--- src/rtl/keypad_pkg.sv ---
// Shared keypad definitions: key codes, one-hot column/row lines and emulator state encoding.
// Used by both the keypad scanner and the keypad emulator.
package keypad_pkg;

    localparam logic [2:0] KEY_100    = 3'b001;
    localparam logic [2:0] KEY_500    = 3'b010;
    localparam logic [2:0] KEY_CANDY  = 3'b101;
    localparam logic [2:0] KEY_CHANGE = 3'b110;
    localparam logic [2:0] KEY_CANCEL = 3'b111;

    localparam logic [2:0] COL_0 = 3'b001;
    localparam logic [2:0] COL_1 = 3'b010;
    localparam logic [2:0] COL_2 = 3'b100;

    localparam logic [3:0] ROW_0 = 4'b0001;
    localparam logic [3:0] ROW_1 = 4'b0010;
    localparam logic [3:0] ROW_2 = 4'b0100;
    localparam logic [3:0] ROW_3 = 4'b1000;

    typedef logic [2:0] state_t;

    localparam state_t StIdle      = 3'd0;
    localparam state_t StBounceIn  = 3'd1;
    localparam state_t StPress     = 3'd2;
    localparam state_t StBounceOut = 3'd3;
    localparam state_t StGap       = 3'd4;

    typedef struct packed {
        logic       valid;
        logic [2:0] col;
        logic [3:0] row;
    } key_map_t;

    function automatic key_map_t decode_key(input logic [2:0] code);
        key_map_t m;
        m = '{valid: 1'b1, col: 3'b000, row: 4'b0000};
        case (code)
            KEY_100:    begin m.col = COL_0; m.row = ROW_0; end
            KEY_500:    begin m.col = COL_1; m.row = ROW_1; end
            KEY_CANDY:  begin m.col = COL_0; m.row = ROW_3; end
            KEY_CHANGE: begin m.col = COL_2; m.row = ROW_3; end
            KEY_CANCEL: begin m.col = COL_1; m.row = ROW_3; end
            default:    m.valid = 1'b0;
        endcase
        return m;
    endfunction

endpackage

--- src/rtl/keypad_emulator_if.sv ---
// Scanner-to-emulator bundle: column drive, row return and the key request handshake.
interface keypad_emulator_if;

    logic [2:0] col;
    logic [3:0] row;
    logic       key_req;
    logic [2:0] key_code;
    logic       busy;
    logic       done;
    logic       err;

    modport master (
        output col, key_req, key_code,
        input  row, busy, done, err
    );

    modport slave (
        input  col, key_req, key_code,
        output row, busy, done, err
    );

endinterface

--- src/rtl/bounce_lfsr.sv ---
// 8-bit Fibonacci LFSR, x^8+x^6+x^5+x^4+1, reloads SEED on reset and steps while en is high.
module bounce_lfsr #(
    parameter logic [7:0] SEED = 8'hA5
) (
    input  logic       clk,
    input  logic       reset,
    input  logic       en,
    output logic [7:0] lfsr
);

    logic [7:0] lfsr_q;

    always_ff @(posedge clk or negedge reset) begin
        if (!reset) begin
            lfsr_q <= SEED;
        end else if (en) begin
            lfsr_q <= {lfsr_q[6:0], lfsr_q[7] ^ lfsr_q[5] ^ lfsr_q[4] ^ lfsr_q[3]};
        end
    end

    assign lfsr = lfsr_q;

endmodule

--- src/rtl/keypad_emulator.sv ---
// Keypad emulator: closes one matrix key per request for the column-scanning keypad reader.
// Define KEYPAD_BOUNCE_EN to add LFSR-driven bounce windows before and after the solid press.
module keypad_emulator
    import keypad_pkg::*;
#(
    parameter int unsigned PRESS_CYCLES  = 64,
    parameter int unsigned GAP_CYCLES    = 16,
    parameter int unsigned BOUNCE_CYCLES = 8,
    parameter logic [7:0]  LFSR_SEED     = 8'hA5
) (
    input logic              clk,
    input logic              reset,
    keypad_emulator_if.slave kp
);

    if (PRESS_CYCLES < 1 || PRESS_CYCLES > 65535) begin : g_bad_press
        $error("PRESS_CYCLES must be in 1..65535");
    end
    if (GAP_CYCLES < 1 || GAP_CYCLES > 65535) begin : g_bad_gap
        $error("GAP_CYCLES must be in 1..65535");
    end
    if (BOUNCE_CYCLES < 1 || BOUNCE_CYCLES > 255) begin : g_bad_bounce
        $error("BOUNCE_CYCLES must be in 1..255");
    end
    if (LFSR_SEED == 8'h00) begin : g_bad_seed
        $error("LFSR_SEED must be nonzero");
    end

    localparam logic [15:0] PressLast = 16'(PRESS_CYCLES - 1);
    localparam logic [15:0] GapLast   = 16'(GAP_CYCLES - 1);

    state_t      state_q, state_d;
    logic [15:0] cnt_q, cnt_d;
    logic [2:0]  tcol_q, tcol_d;
    logic [3:0]  trow_q, trow_d;
    logic        done_q, done_d;
    logic        err_q, err_d;
    logic        closed;
    key_map_t    map;

    assign map = decode_key(kp.key_code);

`ifdef KEYPAD_BOUNCE_EN
    localparam logic [15:0] BounceLast = 16'(BOUNCE_CYCLES - 1);
    localparam state_t      AfterIdle  = StBounceIn;
    localparam state_t      AfterPress = StBounceOut;

    logic [7:0] lfsr;

    bounce_lfsr #(
        .SEED (LFSR_SEED)
    ) u_lfsr (
        .clk   (clk),
        .reset (reset),
        .en    (1'b1),
        .lfsr  (lfsr)
    );

    // During bounce windows the contact follows the pseudo-random bit.
    assign closed = (state_q == StPress) ||
                    (((state_q == StBounceIn) || (state_q == StBounceOut)) && lfsr[0]);
`else
    localparam state_t AfterIdle  = StPress;
    localparam state_t AfterPress = StGap;

    assign closed = (state_q == StPress);
`endif

    always_comb begin
        state_d = state_q;
        cnt_d   = cnt_q + 16'd1;
        tcol_d  = tcol_q;
        trow_d  = trow_q;
        done_d  = 1'b0;
        err_d   = 1'b0;
        case (state_q)
            StIdle: begin
                cnt_d = '0;
                if (kp.key_req) begin
                    if (map.valid) begin
                        tcol_d  = map.col;
                        trow_d  = map.row;
                        state_d = AfterIdle;
                    end else begin
                        err_d = 1'b1;
                    end
                end
            end
            StPress: begin
                if (cnt_q == PressLast) begin
                    state_d = AfterPress;
                    cnt_d   = '0;
                end
            end
            StGap: begin
                if (cnt_q == GapLast) begin
                    state_d = StIdle;
                    cnt_d   = '0;
                    done_d  = 1'b1;
                end
            end
`ifdef KEYPAD_BOUNCE_EN
            StBounceIn: begin
                if (cnt_q == BounceLast) begin
                    state_d = StPress;
                    cnt_d   = '0;
                end
            end
            StBounceOut: begin
                if (cnt_q == BounceLast) begin
                    state_d = StGap;
                    cnt_d   = '0;
                end
            end
`endif
            default: begin
                state_d = StIdle;
                cnt_d   = '0;
            end
        endcase
    end

    always_ff @(posedge clk or negedge reset) begin
        if (!reset) begin
            state_q <= StIdle;
            cnt_q   <= '0;
            tcol_q  <= '0;
            trow_q  <= '0;
            done_q  <= 1'b0;
            err_q   <= 1'b0;
        end else begin
            state_q <= state_d;
            cnt_q   <= cnt_d;
            tcol_q  <= tcol_d;
            trow_q  <= trow_d;
            done_q  <= done_d;
            err_q   <= err_d;
        end
    end

    // tcol_q is one-hot or zero, so an exact match also rejects idle and non-one-hot columns.
    assign kp.row  = (closed && (kp.col == tcol_q)) ? trow_q : 4'b0000;
    assign kp.busy = (state_q != StIdle);
    assign kp.done = done_q;
    assign kp.err  = err_q;

endmodule

--- src/flat_wrapper.sv ---
// flat-port wrapper written by rule: the top's interface ports become plain ports
module keypad_emulator_flat import keypad_pkg::*;
#(
    parameter int unsigned PRESS_CYCLES  = 64,
    parameter int unsigned GAP_CYCLES    = 16,
    parameter int unsigned BOUNCE_CYCLES = 8,
    parameter logic [7:0]  LFSR_SEED     = 8'hA5
)
  (clk, reset, kp_col, kp_key_req, kp_key_code, kp_row, kp_busy, kp_done, kp_err);
  keypad_emulator_if kp_i ();
  input logic clk;
  input logic reset;
  input wire logic [$bits(kp_i.col)-1:0] kp_col;
  input wire logic [$bits(kp_i.key_req)-1:0] kp_key_req;
  input wire logic [$bits(kp_i.key_code)-1:0] kp_key_code;
  output wire logic [$bits(kp_i.row)-1:0] kp_row;
  output wire logic [$bits(kp_i.busy)-1:0] kp_busy;
  output wire logic [$bits(kp_i.done)-1:0] kp_done;
  output wire logic [$bits(kp_i.err)-1:0] kp_err;
  assign kp_i.col = kp_col;
  assign kp_i.key_req = kp_key_req;
  assign kp_i.key_code = kp_key_code;
  assign kp_row = kp_i.row;
  assign kp_busy = kp_i.busy;
  assign kp_done = kp_i.done;
  assign kp_err = kp_i.err;
  keypad_emulator #(.PRESS_CYCLES(PRESS_CYCLES), .GAP_CYCLES(GAP_CYCLES), .BOUNCE_CYCLES(BOUNCE_CYCLES), .LFSR_SEED(LFSR_SEED)) u_core (.clk(clk), .reset(reset), .kp(kp_i));
endmodule
--- config.mk ---
export PLATFORM = sky130hd
export DESIGN_NAME = keypad_emulator_flat
export DESIGN_NICKNAME = d
export VERILOG_FILES = /design/src/rtl/keypad_pkg.sv /design/src/rtl/keypad_emulator_if.sv /design/src/rtl/bounce_lfsr.sv /design/src/rtl/keypad_emulator.sv /design/src/flat_wrapper.sv
export SDC_FILE = /design/constraint.sdc
export NUM_CORES = 1
export LEC_CHECK = 0
export CAP_MARGIN = 10
export CORE_MARGIN = 4
export CORE_UTILIZATION = 35
export CTS_BUF_LIST = sky130_fd_sc_hd__clkbuf_4 sky130_fd_sc_hd__clkbuf_8
export DETAILED_ROUTE_END_ITERATION = 12
export GPL_TIMING_DRIVEN = 0
export SETUP_SLACK_MARGIN = 0.5
export SYNTH_ARGS = -nofsm -noshare
export SYNTH_HDL_FRONTEND = slang
export SYNTH_SLANG_ARGS = --single-unit
--- constraint.sdc ---
create_clock -name clk -period 5.1 [get_ports clk]
set_clock_uncertainty 0.05 [all_clocks]
set_input_delay 1.02 -clock clk [delete_from_list [all_inputs] [get_ports clk]]
set_output_delay 1.02 -clock clk [all_outputs]
set_load 0.02 [all_outputs]
==> results of run 1 <==
## routing by layer
layer  share of wire (%)  up-vias  GRT usage, %  routed length, um
li1                    -      551             -                  -
met1                  47      552         15.09               1331
met2                  48       32         20.93               1356
met3                 4.2        6         3.878                120
met4                 1.1        0         2.923                 31
met5                   0        -             0                  0
## placed cells by master (no fill, tap or decap), drive strengths merged, types with 2 or more instances in the layout
master	netlist	final
a32o	2	2
nor2	21	21
clkdlybuf4s50	0	12
nor4	4	4
a21oi	4	4
xnor2	9	9
inv	14	14
nand3	6	6
or3	3	3
and3	3	3
dfrtp	26	26
clkbuf	2	5
ha	4	4
xor2	6	6
nand2	4	4
a41oi	2	2
buf	3	4
o21ai	9	9
nand4	6	6
nor3	2	2
## per-stage QoR
stage               total power (W)  cell area, um2  util, %
CTS                       0.0006118            1690    42.56
floorplan                 0.0003843            1436        -
detailed placement        0.0004408            1619    40.77
finish                    0.0006090            1718    43.26
global route              0.0006512            1718    43.26
global placement          0.0004344            1619    40.77
## how the worst min path moves through the flow
stage                                 from          endpoint  slack, ns  depth (start not counted)
final                      u_core.cnt_q[0]   u_core.cnt_q[0]       0.46                          1
after global routing       u_core.cnt_q[0]   u_core.cnt_q[0]       0.49                          1
after CTS                 u_core.trow_q[1]  u_core.trow_q[1]       0.46                          1
after detailed placement  u_core.trow_q[1]  u_core.trow_q[1]       0.44                          1
after global placement    u_core.trow_q[1]  u_core.trow_q[1]       0.43                          1
after floorplan            u_core.cnt_q[0]   u_core.cnt_q[0]       0.41                          1
## worst register-to-register path: cells and delay by family (launching register included)
kind / cells / cell delay (ns)
compound gates: 2 / 0.71
buf+inv: 1 / 0.20
flops: 1 / 0.45
simple gates: 2 / 0.56
## power by group
group	total, W	leakage, nW	internal [W]	switching [W]
Clock	0.000170	0.0357	0.000105	0.0000649
Combinational	0.000174	0.320	0.0000793	0.0000951
Sequential	0.000265	0.350	0.000238	0.0000266
## layout make-up
type                    instances  area share, %
inverters                      14          3.059
plain buffers                   5          1.821
clock buffers                   3          2.403
flip-flops and latches         26          37.87
clock inverters                 1          1.748
repair buffers                 13          8.594
multi-input cells             102          40.86
well taps                      50          3.642
## kinds of logic (layout without fill, tap and decap cells)
kind of cell | after synthesis | in the layout | share of synthesized area, %
AOI/OAI and AO/OA | 26 | 26 | 13.42
xor gates and xnor gates | 15 | 15 | 9.147
adders and majority gates | 4 | 4 | 3.484
buffers and inverters | 19 | 36 | 5.836
DFF | 26 | 26 | 45.30
other | 1 | 1 | 0.2611
and+or+nand+nor | 56 | 56 | 22.56
## registers in the layout, summed over array words and instances, names as in the netlist
register and cells:
u_core.cnt_q 16, u_core.tcol_q 3, u_core.kp.err 1, u_core.trow_q 3
u_core.state_q 2, u_core.kp.done 1
## cells in the mapped netlist, types with 2 or more instances
library cell                n  share of area (%)
sky130_fd_sc_hd__nand4_1    5                2.2
sky130_fd_sc_hd__and3_1     2               0.87
sky130_fd_sc_hd__xnor2_1    9                5.5
sky130_fd_sc_hd__nand3_1    6                2.1
sky130_fd_sc_hd__ha_1       4                3.5
sky130_fd_sc_hd__a32o_1     2                1.4
sky130_fd_sc_hd__nor4_1     2               0.87
sky130_fd_sc_hd__nand2_1    4                1.0
sky130_fd_sc_hd__xor2_1     6                3.7
sky130_fd_sc_hd__nor4_2     2                1.7
sky130_fd_sc_hd__nor2_1    21                5.5
sky130_fd_sc_hd__a21oi_1    3                1.0
sky130_fd_sc_hd__nor3_1     2               0.70
sky130_fd_sc_hd__dfrtp_1   26                 45
sky130_fd_sc_hd__clkbuf_1   2               0.52
sky130_fd_sc_hd__o21ai_0    8                2.8
sky130_fd_sc_hd__inv_1     14                3.7
==> metrics.md, run 1 <==
| Metric | Value |
|---|---|
| Outcome | `finished, final reports clean` |
| Data arrival, critical path | `2.55 ns` |
| Length of the first detailed-routing pass in iterations | `4` |
| TritonCTS clock tree | `built` |
| Starting DRC count in detailed routing | `39` |
| Post-route DRC violation count | `0` |
| Worst path cell trace | `clkdlybuf4s50_1 > xnor2_1 > nand4_1 > nor2_1 > clkdlybuf4s50_1` |
| Clock buffers created by TritonCTS | `3` |
| Vias per cell | `5.332` |
| Critical path required time | `4.03 ns` |
| Synth Register Bits | `26` |
| Count of clock tree sinks | `26` |
| Width of the die | `72.06 um` |
| Post-placement cell count | `209` |
| Count of antenna diodes in the layout | `0` |
| Min cycle time layout | `3.623 ns` |
| Initial Util | `36.17%` |
| # rows | `23` |
| Area of the core | `3971 um2` |
| CP max-delay cell | `sky130_fd_sc_hd__clkdlybuf4s50_1` |
| Delay of the slowest critical-path stage | `0.62 ns` |
| Gate count of the mapped netlist | `147` |
| Final period utilization | `71.03%` |
| Unrepaired setup endpoints after global routing | `false` |
| Number of nets at the end of the flow | `178` |
| Post-detailed-placement half-perimeter wirelength | `2.118 mm` |
| Most frequently used flop master after synthesis | `sky130_fd_sc_hd__dfrtp_1` |
| Category of the worst setup path capture point | `output pin` |
| Startpoint of the worst-slack reg-to-reg timing path | `u_core.cnt_q[7]` |
| Routability congestion estimate from global placement | `0.7764` |
| Wire length of the first global-routing pass | `5.161 mm` |
| Final number of hold-violating endpoints | `0` |
| Critical path depth in cells | `5` |
| Number of nets in the synthesized netlist | `160` |
| Buffers & Inverters on Critical Path | `2` |
| Fraction of final layout cells sized beyond drive strength 1 | `12.20%` |
| Classification of the worst-slack hold path | `register to register` |
| Final global-route overflow total | `0` |
| DIE AREA | `5193 um2` |
| Synthesized cell area | `1436 um2` |
| Area taken by flip-flops and latches | `650.6 um2` |
| Clock H-tree levels | `1` |
| Critical path startpoint category | `input pin` |
| Count of max-cap constraint violations | `0` |
| Die Span Y | `72.06 um` |
| Filler cell count in the final layout | `384` |
| GR Util All Layers | `12.28%` |
| Leakage component of the power | `0.7054 nW` |
| Total negative setup slack | `0 ns` |
| Post-route insts no fill | `214` |
| Synthesis-to-finish area growth | `19.60%` |
| CP startpoint | `kp_col[0]` |
| Antenna violations before repair | `0` |
| Crit-path leading delay family | `buffers and inverters` |
| Post-route worst hold slack | `0.4562 ns` |
| Post-cts resize count | `0` |
| Sum of routed wire length over all layers | `2.840 mm` |
| Footprint of the multi-input gates | `701.9 um2` |
| Synthesized area per cell | `9.771 um2` |
| CP most frequent cell | `sky130_fd_sc_hd__clkdlybuf4s50_1` |
| Overall via count from detail_route | `1,141` |
| R2r worst-path depth | `5` |
| Slew Limit Fails | `0` |
| Number of unique standard cell types used by synthesis | `46` |
| Routed wire per std cell | `13.27 um` |
| Final ANT Viol Nets | `0` |
| Timing-limited maximum frequency | `276.1 MHz` |
| Number of global-route vias before repair | `1,192` |
| Bufs on Longest Clock Path | `2` |
| Share of flip-flops with an asynchronous set or reset | `100.0%` |
| Kind of critical path | `input pin to output pin` |
| Minimum setup slack among reg-to-reg paths | `3.03 ns` |
| Worst reg2reg endpoint | `u_core.cnt_q[12]` |
| Buffers on Ports | `12` |
| Top fanout value on the critical path | `3` |
| Capturing instance or port of the critical path | `kp_row[0]` |
| Clock slew at the register clock pins of the worst setup and hold paths | `0.09 ns` |
| Power density over the cells | `354.5 nW/um2` |
| Number of hold buffers added after cts | `0` |
| Pin count of the biggest net entering global routing | `27` |
| Final Worst Setup Slack | `1.477 ns` |
| Cell at the root of the clock tree | `sky130_fd_sc_hd__clkbuf_8` |
| Number of failing setup endpoints in the final timing report | `0` |
| Post-CTS setup buffer count | `0` |
| Worst slack at placement | `1.475 ns` |
| I/O pin total | `16` |
| Clock latency of the later-clocked register in the worst-skew pair | `0.27 ns` |
| Maximum VDD drop | `270.6 uV` |
| Yosys warning total | `0` |
| Share of synthesized area occupied by flip-flops and latches | `45.30%` |
| Number of synthesized flops with an enable pin | `0` |
No activity file was read; power rests on OpenSTA's default activity.
==> run 2, diff against run 1 <==
==> constraint.sdc (replaced) <==
create_clock -name clk -period 2.92 [get_ports clk]
set_clock_uncertainty 0.05 [all_clocks]
set_input_delay 0.584 -clock clk [delete_from_list [all_inputs] [get_ports clk]]
set_output_delay 0.584 -clock clk [all_outputs]
set_load 0.02 [all_outputs]
==> run 2 against run 1 <==
Utilization is 0.31 points lower. Sequential power increased by 74%. Sequential share of layout area is 0.28 points higher. Register-to-register slack lost 2.2 ns. Cell area fell by 0.73%. First-iteration DRC count is 7.7% lower. Total power is 74% higher. Clock power up 75%. Via count shrank 0.96%. Critical path type unchanged. Largest cell class unchanged.
==> metrics.md, run 2 (same netlist as run 1, synthesis figures left out) <==
| Metric | Value |
|---|---|
| Antenna violations before repair | `0` |
| Most frequent standard cell in the layout excluding fill and tap cells | `sky130_fd_sc_hd__dfrtp_1` |
| Initial Util | `36.17%` |
| Min cycle time layout | `2.284 ns` |
| Final global-route overflow total | `0` |
| Cell at the root of the clock tree | `sky130_fd_sc_hd__clkbuf_8` |
| Met1 Usage GRT | `15.00%` |
| Number of global-route vias before repair | `1,189` |
| Bufs on Longest Clock Path | `2` |
| Largest Register | `u_core.cnt_q` |
| Filler cell count in the final layout | `387` |
| Final Worst Setup Slack | `0.6362 ns` |
| Total negative setup slack | `0 ns` |
| Kind of critical path | `input pin to output pin` |
| Routed wire per std cell | `13.19 um` |
| Synthesis-to-finish area growth | `18.73%` |
| Met2 routing resource usage after global routing | `20.93%` |
| Number of nets at the end of the flow | `178` |
| Final period utilization | `78.21%` |
| Most used routing layer | `met2` |
| TritonCTS clock tree | `built` |
| Count of clock tree sinks | `26` |
| Wire length of the first global-routing pass | `5.161 mm` |
| Count of max-cap constraint violations | `0` |
| Power density over the cells | `619.7 nW/um2` |
| Clock slew at the register clock pins of the worst setup and hold paths | `0.09 ns` |
| Length of the first detailed-routing pass in iterations | `4` |
| Fraction of final layout cells sized beyond drive strength 1 | `14.02%` |
| # rows | `23` |
| Routability congestion estimate from global placement | `0.7764` |
| Starting DRC count in detailed routing | `36` |
| Timing-limited maximum frequency | `437.9 MHz` |
| Data arrival, critical path | `1.65 ns` |
| Clock H-tree levels | `1` |
| Slew Limit Fails | `0` |
| Count of antenna diodes in the layout | `0` |
| Global routing usage on met3 | `4.017%` |
| DIE AREA | `5193 um2` |
| Post-DP Area | `1619 um2` |
| Total non-filler cell area in the finished layout | `1705 um2` |
| Overall via count from detail_route | `1,130` |
| Width of the die | `72.06 um` |
| Clock latency of the later-clocked register in the worst-skew pair | `0.27 ns` |
| Area of the core | `3971 um2` |
| Sum of routed wire length over all layers | `2.823 mm` |
| Unrepaired setup endpoints after global routing | `false` |
| Outcome | `finished, final reports clean` |
| Maximum VDD drop | `464.4 uV` |
| Top fanout value on the critical path | `3` |
| Leakage component of the power | `0.7231 nW` |
| Post-route DRC violation count | `0` |
| GR Util All Layers | `12.28%` |
| Critical path required time | `2.29 ns` |
| Top library cells by usage in the layout, fill and taps aside | `sky130_fd_sc_hd__dfrtp_1 (26), sky130_fd_sc_hd__nor2_1 (21), sky130_fd_sc_hd__inv_1 (14)` |
| Post-CTS setup buffer count | `0` |
| Clock buffers created by TritonCTS | `3` |
| Critical path startpoint category | `input pin` |
| Final core utilization | `42.94%` |
| Post-route insts no fill | `214` |
| Number of failing setup endpoints in the final timing report | `0` |
| Classification of the worst-slack hold path | `register to register` |
| Final ANT Viol Nets | `0` |
| Post-placement cell count | `209` |
| Pin count of the biggest net entering global routing | `27` |
| Post-detailed-placement half-perimeter wirelength | `2.118 mm` |
| Category of the worst setup path capture point | `output pin` |
| Top flop regs | `u_core.cnt_q x16, u_core.tcol_q x3, u_core.trow_q x3` |
| Buffers on Ports | `12` |
| Final number of hold-violating endpoints | `0` |
| I/O pin total | `16` |
| Die Span Y | `72.06 um` |
| Vias per cell | `5.280` |
| Worst slack at placement | `0.1674 ns` |
| Largest register FFs | `16` |
[run 2: changes by cell type in the layout (fill, tap and decap cells not counted), sizes merged]
| cell | delta |
|---|---|
| buf | +3 |
| clkdlybuf4s50 | -4 |
| dlymetal6s2s | +1 |
[run 2: worst max-delay path, cell delays in order]
cell	delay, ns
sky130_fd_sc_hd__clkdlybuf4s50_1	0.48
sky130_fd_sc_hd__xnor2_1	0.12
sky130_fd_sc_hd__nand4_1	0.17
sky130_fd_sc_hd__nor2_1	0.12
sky130_fd_sc_hd__buf_2	0.17
[run 2: metal layers]
metal	wire, um	part of all wire [%]
met4	29	1.0
met2	1343	48
met3	124	4.4
met5	0	0
met1	1326	47
[run 2: power by group]
group	internal, W	switching (W)	leakage (nW)	total (W)
logic	0.000133	0.000165	0.338	0.000297
registers	0.000416	0.0000467	0.350	0.000462
clock network	0.000183	0.000114	0.0357	0.000297
total	0.000732	0.000325	0.723	0.00106
[run 2: cell type report]
class,instances,area (um2),share of cell area (%)
inverters,14,52.55,3.081
well taps,50,62.56,3.668
repair buffers,13,135.1,7.924
clock inverters,1,30.03,1.761
clock buffers,3,41.29,2.421
plain buffers,5,31.28,1.834
flip-flops and latches,26,650.6,38.15
multi-input cells,102,701.9,41.16
[run 2: path summary, 6_finish.rpt]
path                            startpoint                to  slack [ns]  cells past startpoint
max                              kp_col[0]         kp_row[0]        0.64                      5
min                        u_core.cnt_q[0]   u_core.cnt_q[0]        0.46                      1
max reg2reg                u_core.cnt_q[7]  u_core.cnt_q[12]        0.85                      5
min reg2reg                u_core.cnt_q[0]   u_core.cnt_q[0]        0.46                      1
max in group asynchronous            reset   u_core.cnt_q[6]        1.79                      2
min in group asynchronous            reset   u_core.cnt_q[7]        0.58                      1
[run 2: through the flow]
stage | power (W) | hold WS [ns]
after detailed placement | 0.0007699 | 0.4358
final | 0.001057 | 0.4562
after CTS | 0.001067 | 0.4584
after global routing | 0.001130 | 0.4853
after floorplan | 0.0006712 | 0.2384
after global placement | 0.0007587 | 0.4271
[run 2: repair_timing]
item | CTS | global route
gates resized for setup | 9 | 4
pin swaps | 0 | 1
endpoints found under the setup margin | 3 | 4
hold buffers | 0 | 0
